$ cat src/rtl/division_scheduler.sv
// Two-port front end for a shared iterative divider: round-robin grant, a one-entry
// result cache, and flush handling. Operation encoding: 0 DIV, 1 DIVU, 2 REM, 3 REMU.
module division_scheduler #(
  parameter int unsigned DATA_WIDTH = 32,
  parameter int unsigned TAG_WIDTH  = 6
) (
  input  logic                            clk_i,
  input  logic                            rst_n_i,
  input  logic                            clk_en_i,
  input  logic                            flush_i,
  input  logic [1:0]                      req_valid_i,
  output logic [1:0]                      req_ready_o,
  input  logic [1:0][DATA_WIDTH-1:0]      req_dividend_i,
  input  logic [1:0][DATA_WIDTH-1:0]      req_divisor_i,
  input  logic [1:0][1:0]                 req_operation_i,
  input  logic [1:0][TAG_WIDTH-1:0]       req_tag_i,
  output logic [DATA_WIDTH-1:0]           div_dividend_o,
  output logic [DATA_WIDTH-1:0]           div_divisor_o,
  output logic [1:0]                      div_operation_o,
  output logic                            div_valid_o,
  input  logic                            div_idle_i,
  input  logic                            div_valid_i,
  input  logic [DATA_WIDTH-1:0]           div_product_i,
  input  logic                            div_zero_i,
  output logic                            res_valid_o,
  input  logic                            res_ready_i,
  output logic [DATA_WIDTH-1:0]           res_product_o,
  output logic                            res_zero_o,
  output logic [TAG_WIDTH-1:0]            res_tag_o,
  output logic                            res_port_o
);

  typedef enum logic [2:0] {StIdle, StIssue, StWait, StRespond, StDrain} state_e;

  state_e                 state;
  logic                   ptr;
  logic [DATA_WIDTH-1:0]  hold_dividend, hold_divisor, res_product;
  logic [1:0]             hold_op;
  logic [TAG_WIDTH-1:0]   hold_tag;
  logic                   hold_port, res_zero;
  logic                   cache_valid, cache_zero;
  logic [DATA_WIDTH-1:0]  cache_dividend, cache_divisor, cache_product;
  logic [1:0]             cache_op;

  logic [1:0]             grant;
  logic                   gnt_port, cache_hit;
  logic [DATA_WIDTH-1:0]  sel_dividend, sel_divisor;
  logic [1:0]             sel_op;

  // A lone valid wins regardless of ptr; with both valid, ptr picks the favoured port.
  always_comb begin
    grant = 2'b00;
    if (rst_n_i && clk_en_i && !flush_i && state == StIdle) begin
      if (req_valid_i[0] && (!ptr || !req_valid_i[1])) grant = 2'b01;
      else if (req_valid_i[1])                          grant = 2'b10;
    end
  end

  assign gnt_port     = grant[1];
  assign sel_dividend = req_dividend_i[gnt_port];
  assign sel_divisor  = req_divisor_i[gnt_port];
  assign sel_op       = req_operation_i[gnt_port];
  assign cache_hit    = cache_valid && cache_dividend == sel_dividend &&
                        cache_divisor == sel_divisor && cache_op == sel_op;

  assign req_ready_o     = grant;
  assign div_valid_o     = rst_n_i && clk_en_i && state == StIssue && div_idle_i;
  assign div_dividend_o  = hold_dividend;
  assign div_divisor_o   = hold_divisor;
  assign div_operation_o = hold_op;
  assign res_valid_o     = state == StRespond;
  assign res_product_o   = res_product;
  assign res_zero_o      = res_zero;
  assign res_tag_o       = hold_tag;
  assign res_port_o      = hold_port;

  always_ff @(posedge clk_i or negedge rst_n_i) begin
    if (!rst_n_i) begin
      state          <= StIdle;
      ptr            <= 1'b0;
      hold_dividend  <= '0;
      hold_divisor   <= '0;
      hold_op        <= '0;
      hold_tag       <= '0;
      hold_port      <= 1'b0;
      res_product    <= '0;
      res_zero       <= 1'b0;
      cache_valid    <= 1'b0;
      cache_dividend <= '0;
      cache_divisor  <= '0;
      cache_op       <= '0;
      cache_product  <= '0;
      cache_zero     <= 1'b0;
    end else if (clk_en_i) begin
      unique case (state)
        StIdle: begin
          if (grant != 2'b00) begin
            hold_dividend <= sel_dividend;
            hold_divisor  <= sel_divisor;
            hold_op       <= sel_op;
            hold_tag      <= req_tag_i[gnt_port];
            hold_port     <= gnt_port;
            ptr           <= !gnt_port;
            if (cache_hit) begin
              res_product <= cache_product;
              res_zero    <= cache_zero;
              state       <= StRespond;
            end else begin
              state <= StIssue;
            end
          end
        end
        StIssue: begin
          if (flush_i)         state <= StIdle;
          else if (div_idle_i) state <= StWait;
        end
        StWait: begin
          // A result arriving together with the flush is already spent, so skip StDrain.
          if (flush_i) begin
            state <= div_valid_i ? StIdle : StDrain;
          end else if (div_valid_i) begin
            res_product    <= div_product_i;
            res_zero       <= div_zero_i;
            cache_valid    <= 1'b1;
            cache_dividend <= hold_dividend;
            cache_divisor  <= hold_divisor;
            cache_op       <= hold_op;
            cache_product  <= div_product_i;
            cache_zero     <= div_zero_i;
            state          <= StRespond;
          end
        end
        StRespond: begin
          if (flush_i || res_ready_i) state <= StIdle;
        end
        StDrain: begin
          if (div_valid_i) state <= StIdle;
        end
        default: state <= StIdle;
      endcase
    end
  end

endmodule

$ cat config.mk
export PLATFORM = sky130hd
export DESIGN_NAME = division_scheduler
export DESIGN_NICKNAME = d
export VERILOG_FILES = /design/src/rtl/division_scheduler.sv
export SDC_FILE = /design/constraint.sdc
export NUM_CORES = 1
export LEC_CHECK = 0
export ABC_AREA = 1
export CAP_MARGIN = 15
export CORE_ASPECT_RATIO = 0.9
export CORE_MARGIN = 2
export CORE_UTILIZATION = 49
export CTS_CLUSTER_DIAMETER = 150
export CTS_CLUSTER_SIZE = 40
export DETAILED_ROUTE_END_ITERATION = 10
export PLACE_DENSITY = 0.78
export SETUP_SLACK_MARGIN = 0.4
export SLEW_MARGIN = 20
export SYNTH_ARGS = -nofsm -noshare
export SYNTH_HDL_FRONTEND = slang
export SYNTH_SLANG_ARGS = --single-unit
$ cat constraint.sdc
create_clock -name clk_i -period 2.67 [get_ports clk_i]
set_clock_uncertainty 0.1 [all_clocks]
set_input_delay 0.534 -clock clk_i [delete_from_list [all_inputs] [get_ports clk_i]]
set_output_delay 0.534 -clock clk_i [all_outputs]
set_load 0.05 [all_outputs]
==> After elaboration in Yosys (flattened, before gate mapping) <==
Cells that the tools add are included.
{ "classes": {"order_cmp": 1, "n_eq_ne": 15, "muxes": 31, "bitwise": 1, "reduce_logical": 22} }
{ "ops": {"columns": ["op", "n"], "rows": [
  ["two-way mux 32 bit", 8],
  ["equality test 32 bit", 2],
  ["case mux 32 bit (2 select lines)", 1],
  ["two-way mux 3 bit", 8],
  ["case mux 3 bit (5 select lines)", 1],
  ["two-way mux 2 bit", 6],
  ["two-way mux 6 bit", 2],
  ["AND reduction 6 bit", 2],
  ["logical AND 1 bit", 9],
  ["!= test 2 bit (second input constant)", 4],
  ["equality test 3 x 2 -> 1 bit (second input constant)", 2],
  ["!= test 3 bit (second input constant)", 2],
  ["logical NOT 1 bit", 4],
  ["two-way mux 1 bit", 4],
  ["!= test 2 x 1 -> 1 bit (second input constant)", 2],
  ["AND reduction 4 bit", 1],
  ["nonzero test 2 bit", 2],
  ["equality test 3 x 1 -> 1 bit (second input constant)", 1],
  ["equality test 3 bit (second input constant)", 1],
  ["logical NOT 3 bit", 1],
  ["AND reduction 3 bit", 1],
  ["equality test 2 bit", 1],
  ["logical OR 1 bit", 2],
  ["less-than comparator 1 x 2 -> 1 bit (second input constant)", 1],
  ["other kinds (2)", 2]
]} }
{ "word_totals": {"input_bits": 186, "register_bits": 210} }

==> Depth between registers and ports, before layout <==
Gate-level depths: netlist (run 1).
{ "logic_depth": {"ltp_word": 14, "ltp_mapped": 20, "mapped_depth_nobuf": 18} }

==> Least setup slack after synthesis (run 1) <==
OpenSTA, ideal clock, no wires.
{ "synth_timing": {"path_kind": "in2reg", "startpoint": "input flush_i", "endpoint": "register res_product[10] (netlist: res_product_o[10])", "n_path_buf": 2, "required_ns": 2.451, "stages": 18, "setup_slack_ns": 0.050, "t_arrival_ns": 2.401, "setup_time_ns": 0.119, "cell_sequence": "inv_1 > nand3_1 > nor2_4 > nand2_4 > inv_2 > buf_2 > nand2_1 > nand3_1 > nand4_1 > nor2_1 > nand2_1 > nor2_1 > nand3_1 > nand2_2 > nand2_4 > buf_6 > nand2_1 > nand2_1"} }
{ "synth_between": {"elab_chain_cells": 12, "elab_cells_between_ends": 21} }
{ "synth_rtl": {"columns": ["element", "line", "source"], "rows": [
  ["start: declaration", "10", "input logic flush_i,"],
  ["logical NOT 1 bit (*)", "53", "if (rst_n_i && clk_en_i && !flush_i && state == StIdle) begin"],
  ["logical AND 1 bit (*) (2 in a row)", "53", null],
  ["two-way mux 2 bit (*)", "53", null],
  ["named net req_ready_o[1]", "12", "output logic [1:0] req_ready_o,"],
  ["two-way mux 32 bit (implied by the code) (2 in a row)", "60", "assign sel_dividend = req_dividend_i[gnt_port];"],
  ["equality test 32 bit", "63", "assign cache_hit = cache_valid && cache_dividend == sel_dividend &&"],
  ["logical AND 1 bit (2 in a row)", "63", null],
  ["logical AND 1 bit", "64", "cache_divisor == sel_divisor && cache_op == sel_op;"],
  ["!= test 2 bit (no line)", null, null],
  ["AND reduction 6 bit (no line) (*)", null, null],
  ["end signal: assignment", "105", "res_product <= cache_product;"],
  ["end signal: assignment", "122", "res_product <= div_product_i;"],
  ["end: declaration", "37", "logic [DATA_WIDTH-1:0] hold_dividend, hold_divisor, res_product;"]
]} }
Mark *: on every way through the listed nets, which the timed path passes. The rest lies on a longest branch. The select of a mux whose other input is x is not followed.
A chain may end at the register's enable or synchronous reset.

==> Worst setup path after layout (run 1) <==
{ "layout_timing": {"startpoint": "register state[2]", "endpoint": "register res_product[12] (netlist: res_product_o[12])"} }
{ "layout_between": {"elab_chain_cells": 11, "elab_cells_between_ends": 24} }
{ "layout_rtl": {"columns": ["element", "line", "source"], "rows": [
  ["start: declaration", "35", "state_e state;"],
  ["start signal: assignment", "79", "state <= StIdle;"],
  ["start signal: assignment", "107", "state <= StRespond;"],
  ["start signal: assignment", "109", "state <= StIssue;"],
  ["logical NOT 3 bit", "53, 95", null],
  ["logical AND 1 bit", "53", null],
  ["two-way mux 2 bit", "53", null],
  ["two-way mux 32 bit (implied by the code) (2 in a row)", "60", null],
  ["equality test 32 bit", "63", null],
  ["logical AND 1 bit (2 in a row)", "63", null],
  ["logical AND 1 bit", "64", null],
  ["!= test 2 bit (no line)", null, null],
  ["AND reduction 6 bit (no line)", null, null]
]} }
Several ways; a longest one is shown, not always the timed one. The select of a mux whose other input is x is not followed.

==> impl_metrics.toml, run 1 <==
[cells_and_area]
flow.area_growth_from_synthesis_pct = 50.0
fin_area_mm2 = 0.0164
num-nets-final = 2025
layout-drive-gt1-share_pct = 16.2
final_cell_count_no_fill = 2131
layout.core_utilization_pct = 75.5

[sta]
setup_viol = 35
final.hold.worst_slack_ns = 0.237
slew_at_the_pin_closest_to_its_max_slew_limit_ns = 1.02
postLayoutSetupSlackWorst_ns = -0.370
max_clock_freq_mhz = 329
fin_crit_sh_pct = 114
drv_slew = 0
period_minus_ws_final_ns = 3.04
hold_violations = 0
slew-limit-headroom_pct = 32.2
rsz_0062_raised_after_global_routing = "true"
setup-tns-final_ns = -11.05

[yosys]
async_flop_share_pct = 100
top_cells_by_count_synth = "504 x sky130_fd_sc_hd__nand2_1, 210 x sky130_fd_sc_hd__dfrtp_1, 172 x sky130_fd_sc_hd__inv_1"
post_synth_num_cell_types = 27
yosys.area.top_type = "sky130_fd_sc_hd__dfrtp_1"
syn-mean-instance-area_um2 = 7.42
synth.yosys.warnings = 0
netlist_top_cells_area = "sky130_fd_sc_hd__dfrtp_1 48%, sky130_fd_sc_hd__nand2_1 17%, sky130_fd_sc_hd__nand3_1 6.5%"
synth_enable_flop_cells = 0
postSynthNetCount = 1661
netlist_area_mm2 = 0.0109
synth_top_area_share_pct = 48.0
ys_seq_elements = 210
yosysMostFrequentCell = "sky130_fd_sc_hd__nand2_1"
synth_ff_type = "sky130_fd_sc_hd__dfrtp_1"
syn_inst = 1475
synth-seq-area-share_pct = 48.0

[route]
route.final.wire_length_mm = 38.0
drt_iter0_drc = 937
drtPass1Iterations = 6
detailroute.via_count = 11556
wl_per_cell_um = 17.8
route.detailed.vias_per_inst = 5.42
drc = 0
ant_nets = 0

[global_routing]
initial_antenna_violation_count = 3
track_usage_pct = 29.5
total_congestion_overflow_after_global_routing = 0
grt_first_pass_wirelength_mm = 56.2
grt_start_max_net_pins = 79
number_of_global_route_vias_before_repair = 11044

[setup_path]
required_ns = 3.01
reg2reg_from = "state[2]"
r2r_cells = 19
startpoint_type = "flop"
end_kind = "flop"
timing.critical_path.cells = "nor2_2 -> nand2_2 -> nor2_4 -> buf_12 -> buf_6 -> nand3b_1 -> nand3b_1 -> nand2_1 -> nor2_1 -> nand2_1 -> nor2_1 -> nand2_1 -> nor2_4 -> nand3_4 -> nand2_8 -> buf_12 -> clkbuf_16 -> nand3_1 -> nand2_1"
critPathKind = "reg -> reg"
timing.critical_path.fanout_max = 21
crit_top_cell = "sky130_fd_sc_hd__nand2_1"
cpMaxStageDelayCell = "sky130_fd_sc_hd__dfrtp_1"
worst_path_largest_cell_delay_ns = 0.43
critPathArrivalTime_ns = 3.38
ff2ff_setup_slack_ns = -0.37
critical_path.reg2reg.endpoint = "res_product_o[12]"

[clock_tree]
inserted_clock_buffers = 9
ctsLongestPathBuffers = 3
clock_latency_ns = 0.49
cts_tree = "built"
clkTransAtPathRegs_ns = 0.16
h-tree-depth = 1
numClockSinks = 210
clock-root-buffer = "sky130_fd_sc_hd__clkbuf_16"

[hold_path]
worstHoldPathType = "in -> async"

[die]
placement_rows = 51
initial_utilization_pct = 50.3
core-area_mm2 = 0.0218
x_dimension_of_the_die_um = 162
die_area_mm2 = 0.0236
die_span_in_y_um = 146
io-pin-count = 296

[placement]
detailed_place.area_mm2 = 0.0148
io_buffer_count = 295
placedCellCount = 2065
hpwlAfterDp_mm = 23.8
globalplace.congestion = 0.875

[run]
max-cap-violations = 0

[outcome]
failing_checks = "setup timing"
outcome = "finished, violations left"

[pwr]
areal_power_density_over_the_cells_mw_per_mm2 = 970
worst_ir_drop_vdd_mv = 0.567
leakage_nw = 8.56
worst max path at each step:
| stage | startpoint | to | slack (ns) | cells after the start |
|---|---|---|---|---|
| 4_1_cts | state[1] | res_product_o[16] | -0.19 | 20 |
| 5_1_grt | state[2] | res_zero_o | -0.44 | 21 |
| 6_report | state[2] | res_product_o[12] | -0.37 | 19 |
| 3_3_place_gp | flush_i | res_product_o[11] | -0.92 | 19 |
| 3_5_place_dp | flush_i | res_product_o[16] | -1.02 | 19 |
| 2_1_floorplan | state[2] | res_product_o[11] | 0.26 | 17 |
final cells by class:
class,instances,area (um2)
Clock inverter,1,30.0
Antenna cell,2,5.00
Clock buffer,9,225
Sequential cell,210,5260
Tap cell,291,364
Timing Repair Buffer,425,4580
Fill cell,1610,5340
Multi-Input combinational cell,1017,5280
Inverter,176,686
cells in the final DEF, fill, tap and decap left out, types with 10 or more instances in the layout:
cell type	netlist	routed
sky130_fd_sc_hd__a21oi_1	37	37
sky130_fd_sc_hd__nand2_4	2	12
sky130_fd_sc_hd__buf_6	8	10
sky130_fd_sc_hd__buf_4	7	69
sky130_fd_sc_hd__dfrtp_1	210	210
sky130_fd_sc_hd__nand2_2	2	51
sky130_fd_sc_hd__nor2_1	79	67
sky130_fd_sc_hd__dlygate4sd2_1	0	109
sky130_fd_sc_hd__clkbuf_16	0	21
sky130_fd_sc_hd__nand3_2	0	22
sky130_fd_sc_hd__o21ai_2	0	21
sky130_fd_sc_hd__o211ai_1	10	10
sky130_fd_sc_hd__mux2_2	16	16
sky130_fd_sc_hd__inv_1	172	170
sky130_fd_sc_hd__nand3_1	143	117
sky130_fd_sc_hd__o21ai_1	12	41
sky130_fd_sc_hd__nand2_1	504	444
sky130_fd_sc_hd__nand3b_1	54	54
sky130_fd_sc_hd__clkdlybuf4s50_1	0	181
sky130_fd_sc_hd__buf_12	0	27
sky130_fd_sc_hd__o21ai_0	141	88
routing by layer:
metal / GRT usage, % / vias up / wire length [um]
met5: 0 / - / 0
met4: 10.5 / 0 / 1490
met3: 4.90 / 106 / 3020
met2: 48.5 / 567 / 18000
met1: 39.5 / 5474 / 15500
li1: - / 5409 / -
power by group:
| group | internal, W | switching [W] | leakage [nW] |
|---|---|---|---|
| combinational | 0.00289 | 0.00571 | 5.81 |
| clock | 0.000638 | 0.00106 | 0.122 |
| sequential | 0.00464 | 0.00100 | 2.63 |
| total | 0.00816 | 0.00777 | 8.56 |
critical path, delay by kind of cell (launching register included):
kind / cells / cell delay [ns]
simple gates: 15 / 1.76
flops: 1 / 0.43
buf+inv: 4 / 0.67
state kept, by name, indices dropped and copies added, names as in the netlist:
| signal | cells |
|---|---|
| cache_dividend | 32 |
| cache_divisor | 32 |
| cache_op | 2 |
| cache_product | 32 |
| cache_valid | 1 |
| cache_zero | 1 |
| div_dividend_o | 32 |
| div_divisor_o | 32 |
| div_operation_o | 2 |
| ptr | 1 |
| res_port_o | 1 |
| res_product_o | 32 |
| res_tag_o | 6 |
| res_zero_o | 1 |
| state | 3 |
repair_timing:
action,4_1_cts,5_1_grt
gates cloned,10,15
buffers inserted,15,11
hold buffers,3,0
gates resized for setup,180,166
setup endpoints to repair,197,147
endpoints found under the hold margin,10,0
pin swaps,22,48
through the flow:
| stage | power (W) | setup slack [ns] |
|---|---|---|
| 6_report | 0.0159 | -0.370 |
| 5_1_grt | 0.0169 | -0.436 |
| 2_1_floorplan | 0.0108 | 0.255 |
| 3_5_place_dp | 0.0138 | -1.02 |
| 3_3_place_gp | 0.0136 | -0.916 |
| 4_1_cts | 0.0153 | -0.193 |
cells by family (layout without fill, tap and decap cells):
family / count (synthesis) / in the layout / share of synthesized area, %
buf+inv: 252 / 611 / 9.59
flops: 210 / 210 / 48.0
simple gates: 794 / 798 / 31.2
other cells: 0 / 2 / 0
compound gates: 203 / 203 / 9.62
mux: 16 / 16 / 1.65
No activity file was read; power rests on OpenSTA's default activity.
==> run 2: changes to the inputs <==
--- a/config.mk
+++ b/config.mk
@@ -9,11 +9,11 @@
 export CAP_MARGIN = 15
 export CORE_ASPECT_RATIO = 0.9
 export CORE_MARGIN = 2
-export CORE_UTILIZATION = 49
+export CORE_UTILIZATION = 44
 export CTS_CLUSTER_DIAMETER = 150
 export CTS_CLUSTER_SIZE = 40
 export DETAILED_ROUTE_END_ITERATION = 10
-export PLACE_DENSITY = 0.78
+export PLACE_DENSITY = 0.74
 export SETUP_SLACK_MARGIN = 0.4
 export SLEW_MARGIN = 20
 export SYNTH_ARGS = -nofsm -noshare
==> constraint.sdc (replaced) <==
create_clock -name clk_i -period 2.7 [get_ports clk_i]
set_clock_uncertainty 0.1 [all_clocks]
set_input_delay 0.54 -clock clk_i [delete_from_list [all_inputs] [get_ports clk_i]]
set_output_delay 0.54 -clock clk_i [all_outputs]
set_load 0.05 [all_outputs]
==> run 2 against run 1 <==
The run still ends with setup timing left. Cell count up 0.47%. Clock-buffer cell count unchanged. Worst hold slack lost 0.22 ns. Final area decreased by 2.4%. Fmax is 1.2% higher. Worst setup slack gained 0.067 ns. First-iteration DRC count is 4.4% higher. Via count is 3.0% lower. Combinational power down 6.3%. Global-route usage decreased by 3.6 points. Non-clock buffer count decreased by 6. Register-to-register slack improved by 0.07 ns. Highest routed layer is now met5.
==> impl_metrics.toml, run 2 (same netlist as run 1, synthesis figures left out) <==
[setup_path]
r2r_cells = 20
critPathKind = "reg -> reg"
critical_path.reg2reg.endpoint = "res_product_o[14]"
ff2ff_setup_slack_ns = -0.30
critPathArrivalTime_ns = 3.33
reg2reg_from = "state[2]"
startpoint_type = "flop"
end_kind = "flop"
required_ns = 3.03
timing.critical_path.fanout_max = 8

[die]
die_span_in_y_um = 154
die_area_mm2 = 0.0262
io-pin-count = 296
initial_utilization_pct = 45.0
x_dimension_of_the_die_um = 170
core-area_mm2 = 0.0243
placement_rows = 54

[global_routing]
initial_antenna_violation_count = 3
grt_first_pass_wirelength_mm = 54.3
number_of_global_route_vias_before_repair = 10549
track_usage_pct = 25.8
grt_start_max_net_pins = 158
total_congestion_overflow_after_global_routing = 0

[route]
wl_per_cell_um = 17.2
route.final.wire_length_mm = 36.8
ant_nets = 0
detailroute.via_count = 11214
drtPass1Iterations = 5
drt_iter0_drc = 978
drc = 0
route.detailed.vias_per_inst = 5.24

[placement]
dp_worst_setup_slack_ns = -1.09
io_buffer_count = 295
hpwlAfterDp_mm = 24.0
globalplace.congestion = 0.851

[cells_and_area]
flow.area_growth_from_synthesis_pct = 46.5
layout.cells.most_common_list = "466 x sky130_fd_sc_hd__nand2_1, 210 x sky130_fd_sc_hd__dfrtp_1, 181 x sky130_fd_sc_hd__clkdlybuf4s50_1"
num-nets-final = 2018
layout-drive-gt1-share_pct = 12.8
most_common_cell_after_layout_fill_and_taps_aside = "sky130_fd_sc_hd__nand2_1"
filler_cell_count = 2042

[pwr]
power_w = 0.0153
leakage_nw = 8.48
areal_power_density_over_the_cells_mw_per_mm2 = 954
worst_ir_drop_vdd_mv = 0.559

[sta]
drv_slew = 0
setup_viol = 35
rsz_0062_raised_after_global_routing = "true"
final.hold.worst_slack_ns = 0.0174
slew_at_the_pin_closest_to_its_max_slew_limit_ns = 0.905
hold_violations = 0
max_clock_freq_mhz = 333
slew-limit-headroom_pct = 39.7
fin_crit_sh_pct = 111
period_minus_ws_final_ns = 3.00
postLayoutSetupSlackWorst_ns = -0.303

[clock_tree]
inserted_clock_buffers = 9
h-tree-depth = 1
clock-root-buffer = "sky130_fd_sc_hd__clkbuf_16"
numClockSinks = 210
ctsLongestPathBuffers = 3
clkTransAtPathRegs_ns = 0.15
clock_latency_ns = 0.49
cts_tree = "built"

[outcome]
failing_checks = "setup timing"
outcome = "finished, violations left"

[run]
max-cap-violations = 0

[hold_path]
worstHoldPathType = "in -> async"
run 2: cell count changes in the layout (fill, tap and decap cells not counted), sizes merged:
cell	delta
dlygate4sd2	-6
dlymetal6s2s	+6
buf	-5
clkinv	+1
dlygate4sd3	-1
inv	-1
nand2	-1
run 2: worst max-delay path by stage:
stage	start	endpoint	cells past startpoint
2_1_floorplan	state[2]	res_product_o[11]	17
3_3_place_gp	flush_i	res_product_o[11]	19
3_5_place_dp	flush_i	res_product_o[8]	19
4_1_cts	req_valid_i[1]	res_product_o[5]	16
5_1_grt	state[2]	res_product_o[13]	18
6_report	state[2]	res_product_o[14]	20
run 2: metrics by stage:
step	cells	util, %	TNS, ns	area, um2
after floorplan	1475	-	0	11100
after global placement	2086	60.8	-36.81	14800
after detailed placement	2086	60.8	-43.52	14800
after CTS	2104	62.3	-3.43	15200
after global routing	2141	65.9	-13.93	16000
final	2141	65.9	-9.19	16000
run 2: area by class of cell:
| cell class | instances | area, um2 | share of cell area (%) |
|---|---|---|---|
| diodes | 2 | 5.00 | 0.0312 |
| inverters | 176 | 681 | 4.24 |
| clock buffers | 9 | 225 | 1.40 |
| repair buffers | 419 | 4440 | 27.7 |
| multi-input cells | 1016 | 5010 | 31.2 |
| flip-flops and latches | 210 | 5260 | 32.8 |
| well taps | 308 | 385 | 2.40 |
| clock inverters | 1 | 30.0 | 0.187 |
run 2: layer usage:
metal,GRT usage [%],wire length [um]
met3,4.40,2610
met4,8.30,1240
met2,42.0,17400
met5,0,11
met1,35.2,15600
run 2: worst max-delay path: stages, from the launching register on:
cell and delay, ns:
sky130_fd_sc_hd__dfrtp_1 0.43, sky130_fd_sc_hd__nor2_2 0.14, sky130_fd_sc_hd__nand2_2 0.09, sky130_fd_sc_hd__nor2_4 0.22
sky130_fd_sc_hd__nand2_8 0.09, sky130_fd_sc_hd__buf_12 0.17, sky130_fd_sc_hd__buf_12 0.15, sky130_fd_sc_hd__nand2_4 0.06
sky130_fd_sc_hd__nand2_4 0.06, sky130_fd_sc_hd__nand2_2 0.07, sky130_fd_sc_hd__nand2_2 0.06, sky130_fd_sc_hd__nor2_2 0.11
sky130_fd_sc_hd__nand2_1 0.08, sky130_fd_sc_hd__nor2_1 0.13, sky130_fd_sc_hd__nand2_1 0.10, sky130_fd_sc_hd__nor2_4 0.16
sky130_fd_sc_hd__nand3_4 0.14, sky130_fd_sc_hd__nand2_8 0.20, sky130_fd_sc_hd__clkbuf_16 0.20, sky130_fd_sc_hd__nand3_1 0.06
sky130_fd_sc_hd__nand2_1 0.09
run 2: timing repair:
action,CTS,global route
buffers inserted,4,17
gates resized for setup,137,87
cloned,4,15
endpoints found under the hold margin,0,9
hold buffers,0,3
pin swaps,6,20
endpoints found under the setup margin,173,97
run 2: power breakdown:
group	internal, W	switching (W)
Clock	0.000631	0.00105
Sequential	0.00459	0.000962
Combinational	0.00263	0.00544
Total	0.00784	0.00745
==> run 3: changes to the inputs <==
--- a/config.mk
+++ b/config.mk
@@ -6,7 +6,7 @@
 export NUM_CORES = 1
 export LEC_CHECK = 0
 export ABC_AREA = 1
-export CAP_MARGIN = 15
+export CAP_MARGIN = 0
 export CORE_ASPECT_RATIO = 0.9
 export CORE_MARGIN = 2
 export CORE_UTILIZATION = 44
==> results of run 3 <==
No change in the layout: final DEF, timing and power equal those of run 2.
